==> src/rtl/synth_audio_pkg.sv <==
// Shared types and frame geometry for the tone output stage.
package synth_audio_pkg;

    typedef logic signed [15:0] sample_t;

    localparam int SLOT_BITS  = 32;
    localparam int FRAME_BITS = 64;

    typedef enum logic [1:0] {
        IDLE,
        RUN,
        DRAIN
    } i2s_state_t;

endpackage

==> src/rtl/i2s_clk_gen.sv <==
// I2S bit/word clock generator: BCLK divider, frame bit counter and edge strobes.
module i2s_clk_gen
    import synth_audio_pkg::*;
#(
    parameter int BCLK_HALF = 12
) (
    input  logic       CLK,
    input  logic       RESET_N,
    input  logic       run,
    output logic       bclk,
    output logic       lrclk,
    output logic [4:0] slot_pos,
    output logic       fall,
    output logic       wrap
);

    localparam int DW = $clog2(BCLK_HALF + 1);

    logic [DW-1:0] div_cnt;
    logic [5:0]    bit_cnt;
    logic          div_wrap;

    assign div_wrap = run && (div_cnt == DW'(BCLK_HALF - 1));
    assign fall     = div_wrap && bclk;
    assign wrap     = fall && (bit_cnt == 6'(FRAME_BITS - 1));
    assign lrclk    = bit_cnt[5];
    assign slot_pos = bit_cnt[4:0];

    // Everything parks at zero whenever the serializer is not running.
    always_ff @(posedge CLK or negedge RESET_N) begin
        if (!RESET_N) begin
            div_cnt <= '0;
            bit_cnt <= '0;
            bclk    <= 1'b0;
        end else if (!run) begin
            div_cnt <= '0;
            bit_cnt <= '0;
            bclk    <= 1'b0;
        end else begin
            div_cnt <= div_wrap ? '0 : div_cnt + 1'b1;
            if (div_wrap)
                bclk <= ~bclk;
            if (fall)
                bit_cnt <= bit_cnt + 1'b1;
        end
    end

endmodule

==> src/rtl/tone_i2s_tx.sv <==
// Tone capture/saturation, double buffer and mono I2S master serializer.
//  state | meaning
//  IDLE  | lines and counters held 0, waiting for ENABLE
//  RUN   | streaming frames, SAMPLE_REQ at each frame start
//  DRAIN | finishing the current frame after ENABLE dropped
module tone_i2s_tx
    import synth_audio_pkg::*;
#(
    parameter int BCLK_HALF  = 12,
    parameter int GAIN_SHIFT = 12
) (
    input  logic        CLK,
    input  logic        RESET_N,
    input  logic        ENABLE,
    input  logic [31:0] TONE,
    input  logic        TONE_VALID,
    input  logic        CLR_FLAGS,
    output logic        SAMPLE_REQ,
    output logic        AUD_BCLK,
    output logic        AUD_DACLRCK,
    output logic        AUD_DACDAT,
    output logic        UNDERRUN,
    output logic        OVERRUN,
    output logic        CLIP
);

    i2s_state_t state, state_nxt;
    logic       frame_start;

    logic       fall, wrap;
    logic [4:0] slot_pos;

    logic signed [31:0]   shifted;
    logic                 clip_now;
    sample_t              sat_val;
    sample_t              hold, frame_sample;
    logic                 hold_full;
    logic [SLOT_BITS-1:0] sreg;

    i2s_clk_gen #(.BCLK_HALF(BCLK_HALF)) u_clk_gen (
        .CLK      (CLK),
        .RESET_N  (RESET_N),
        .run      (state != IDLE),
        .bclk     (AUD_BCLK),
        .lrclk    (AUD_DACLRCK),
        .slot_pos (slot_pos),
        .fall     (fall),
        .wrap     (wrap)
    );

    always_ff @(posedge CLK or negedge RESET_N) begin
        if (!RESET_N)
            state <= IDLE;
        else
            state <= state_nxt;
    end

    always_comb begin
        state_nxt   = state;
        frame_start = 1'b0;
        case (state)
            IDLE: begin
                if (ENABLE) begin
                    state_nxt   = RUN;
                    frame_start = 1'b1;
                end
            end
            RUN: begin
                frame_start = wrap;
                if (!ENABLE)
                    state_nxt = DRAIN;
            end
            DRAIN: begin
                if (ENABLE) begin
                    state_nxt   = RUN;
                    frame_start = wrap;
                end else if (wrap) begin
                    state_nxt = IDLE;
                end
            end
            default: state_nxt = IDLE;
        endcase
    end

    assign shifted  = $signed(TONE) >>> GAIN_SHIFT;
    assign clip_now = (shifted > 32'sd32767) || (shifted < -32'sd32768);
    assign sat_val  = !clip_now ? shifted[15:0] : (shifted[31] ? 16'h8000 : 16'h7FFF);

    // A strobe coinciding with frame start lands in hold for the next frame.
    always_ff @(posedge CLK or negedge RESET_N) begin
        if (!RESET_N) begin
            hold         <= '0;
            hold_full    <= 1'b0;
            frame_sample <= '0;
            SAMPLE_REQ   <= 1'b0;
        end else begin
            SAMPLE_REQ <= frame_start;
            if (TONE_VALID)
                hold <= sat_val;
            if (frame_start) begin
                if (hold_full)
                    frame_sample <= hold;
                hold_full <= TONE_VALID;
            end else if (TONE_VALID) begin
                hold_full <= 1'b1;
            end
        end
    end

    always_ff @(posedge CLK or negedge RESET_N) begin
        if (!RESET_N) begin
            UNDERRUN <= 1'b0;
            OVERRUN  <= 1'b0;
            CLIP     <= 1'b0;
        end else begin
            UNDERRUN <= (frame_start && !hold_full) | (UNDERRUN & ~CLR_FLAGS);
            OVERRUN  <= (TONE_VALID && hold_full && !frame_start) | (OVERRUN & ~CLR_FLAGS);
            CLIP     <= (TONE_VALID && clip_now) | (CLIP & ~CLR_FLAGS);
        end
    end

    // Loading on the fall into slot position 1 gives the one-BCLK I2S delay.
    always_ff @(posedge CLK or negedge RESET_N) begin
        if (!RESET_N)
            sreg <= '0;
        else if (state == IDLE)
            sreg <= '0;
        else if (fall)
            sreg <= (slot_pos == 5'd0) ? {frame_sample, 16'h0000} : {sreg[SLOT_BITS-2:0], 1'b0};
    end

    assign AUD_DACDAT = sreg[SLOT_BITS-1];

endmodule

==> config.mk <==
export PLATFORM = sky130hd
export DESIGN_NAME = tone_i2s_tx
export DESIGN_NICKNAME = d
export VERILOG_FILES = /design/src/rtl/synth_audio_pkg.sv /design/src/rtl/i2s_clk_gen.sv /design/src/rtl/tone_i2s_tx.sv
export SDC_FILE = /design/constraint.sdc
export NUM_CORES = 1
export LEC_CHECK = 0
export ABC_AREA = 1
export CORE_ASPECT_RATIO = 0.75
export CORE_MARGIN = 8
export CORE_UTILIZATION = 48
export DETAILED_ROUTE_END_ITERATION = 16
export PLACE_DENSITY = 0.71
export SETUP_SLACK_MARGIN = 0.2
export SLEW_MARGIN = 20
export SYNTH_ARGS = -nofsm -noshare
export SYNTH_HDL_FRONTEND = slang
export SYNTH_HIERARCHICAL = 1
export SYNTH_SLANG_ARGS = --single-unit
export TNS_END_PERCENT = 10
==> constraint.sdc <==
create_clock -name CLK -period 3.2 [get_ports CLK]
set_input_delay 0.64 -clock CLK [delete_from_list [all_inputs] [get_ports CLK]]
set_output_delay 0.64 -clock CLK [all_outputs]
set_load 0.02 [all_outputs]
==> summary.txt <==
Vias in the first global route -> 2489
Hold Fails Final Rpt -> 0
Crit-path max cell delay -> 0.63 ns
#FFs+latches synth -> 66
R2r setup slk -> 1.26 ns
Top-area cell type share of the netlist area -> 51.7%
Slew HR -> 57.2%
CP top delay family -> buffers and inverters
Post-synthesis area per instance -> 8.21 µm²
Worst-case reg-to-reg path depth -> 11
Critical Path Stages -> 1
Antenna violations before repair -> 0
Worst vdd ir -> 268 µV
Layout cells sized above 1 -> 8.96%
CTS HTree Levels -> 3
Outcome -> finished clean
CTS tree -> yes
CTS Buf Count -> 9
R2R Path Start -> state[0]
RD Place Congestion -> 0.770
# hold bufs at CTS -> 0
IO buf count -> 31
Commonest non-fill, non-tap cell in the layout -> nand2_1
Total Wirelength -> 6.16 mm
Critical Path Source Type -> register
Area growth syn-to-layout -> 15.5%
All-layer global routing usage -> 14.4%
Cts repair resizes -> 0
Setup Viol. Count Final -> 0
CP Class -> register to output pin
Final setup TNS -> 0 ns
Placement Cell Area -> 3500 µm²
Post-DP HPWL -> 4.27 mm
Crit end category -> output pin
Unrepaired setup endpoints after global routing -> no
Slew Limit Fails -> 0
Lkg Pwr -> 0.00180 µW
Peak fanout along the critical path -> 5
Mapped Area -> 3190 µm²
Worst Path Required -> 2.56 ns
PD cells -> 540 nW/µm²
CTS Buffer Depth -> 2
Via count -> 2487
Largest net degree at the start of global routing -> 44
Crit path buffers/inverters -> 1
YS warnings -> 6
Core footprint -> 6380 µm²
Max-cap violations -> 0
Die Wd -> 110 µm
Total power -> 1990 µW
Final Instance Count excl. Fillers -> 505
FMAX -> 492 MHz
Grt ovf -> 0
I/O pin total -> 44
Router iterations before antenna repair -> 4
Fillers -> 621
Initial core utilization -> 50.0%
Worst-Margin Slew -> 0.642 ns
Critical Path Source -> u_clk_gen/bit_cnt[5]
Min-delay worst type -> input port to asynchronous set/reset pin
Critical R2R Capture -> frame_sample[10]
Most frequent cells in the layout -> nand2_1, dfrtp_1, inv_1
Die area -> 9550 µm²
Routed vias/inst -> 4.92
DRC violations left -> 0
Design Area, Final -> 3690 µm²
Post-route ant nets -> 0
Cell accounting for the most synthesized area -> dfrtp_1
Slowest CP cell -> clkdlybuf4s50_1
Number of setup buffers added after CTS -> 0
Post-Place Worst Slack -> 0.967 ns
Drt wl/cell -> 12.2 µm
EDFF count, synth -> 0
# rows -> 25
Final period util -> 63.5%
Clock latency on the worst-skew pair -> 0.33 ns
Critical Path End -> AUD_DACLRCK
Worst-path clk slew -> 0.07 ns
CTS Sinks -> 66
Post-synth ARST share -> 100%
First-pass GRT wire length -> 11.1 mm
Setup ws final -> 1.17 ns
Antenna fix cells -> 0
Ranking of synthesized cells by area -> dfrtp_1, nand2_1, nand3_1, inv_1, nand4_1
Fin crit period -> 2.03 ns
Sequential share of the synthesized area -> 51.7%
Cell count after placement -> 489
Worst Skew -> 0.00527 ns
Mapped Nets -> 428
Nets -> 458
DRT iter0 DRCs -> 125
Syn Inst Count -> 389
Clock root buffer -> clkbuf_8
Critical Path, Cell by Cell -> clkdlybuf4s50_1
Unique masters post-synth -> 30
Top FF cell, synth -> dfrtp_1
Die span in y -> 86.6 µm
CP arrival -> 1.39 ns
metal layers:
layer / track usage, % / wire (µm) / up-vias
li1: - / - / 1284
met3: 6.08 / 387 / 2
met1: 19.6 / 3230 / 1135
met4: 2.65 / 20 / 0
met5: 0 / 0 / -
met2: 20.7 / 2530 / 66
flip-flops by register name, summed over array words and instances (netlist names):
signal             cells
state                  2
u_clk_gen/bit_cnt      6
UNDERRUN               1
CLIP                   1
sreg                  16
OVERRUN                1
hold_full              1
frame_sample          16
hold                  16
SAMPLE_REQ             1
u_clk_gen/bclk         1
u_clk_gen/div_cnt      4
synth_stat cells (3+ instances only):
cell,instances
o21ai_0,8
nand2_1,128
nand3_2,4
nand3_1,37
buf_2,6
inv_1,48
a21oi_1,15
buf_6,3
dfrtp_1,66
nand4_1,18
nor2_4,3
nor2_1,26
nor2_2,4
worst min path at each step:
stage / from / to / cells after the start
final: RESET_N / CLIP / 2
after global routing: RESET_N / CLIP / 2
after CTS: RESET_N / CLIP / 2
after detailed placement: frame_sample[1] / frame_sample[1] / 2
after global placement: u_clk_gen/div_cnt[0] / u_clk_gen/div_cnt[0] / 1
after floorplan: RESET_N / CLIP / 0
kinds of logic after synthesis:
group                      Yosys count  synth area share (%)
buffers and inverters               66                  9.91
DFF                                 66                  51.7
and+or+nand+nor                    225                  32.2
xor gates and xnor gates             3                 0.823
adders and majority gates            2                 0.784
AOI/OAI and AO/OA                   27                  4.51
area by class of cell:
cell class,instances,area (µm²),area share [%]
Sequential cell,66,1650,44.8
Multi-Input combinational cell,257,1220,33.2
Timing Repair Buffer,34,328,8.89
Inverter,51,196,5.33
Clock buffer,11,131,3.56
Tap cell,81,101,2.75
Clock inverter,5,55.1,1.49
power breakdown:
group          switching [µW]  internal [µW]
clock network             310            357
logic                     176            138
registers                72.2            938
stage by stage:
stage | hold slack (ns) | util, %
2_1_floorplan | 0.344 | -
3_3_place_gp | 0.455 | 54.9
3_5_place_dp | 0.465 | 54.9
4_1_cts | 0.277 | 57.8
5_1_grt | 0.282 | 57.8
6_report | 0.281 | 57.8
Power figures use the tool's default switching activity.
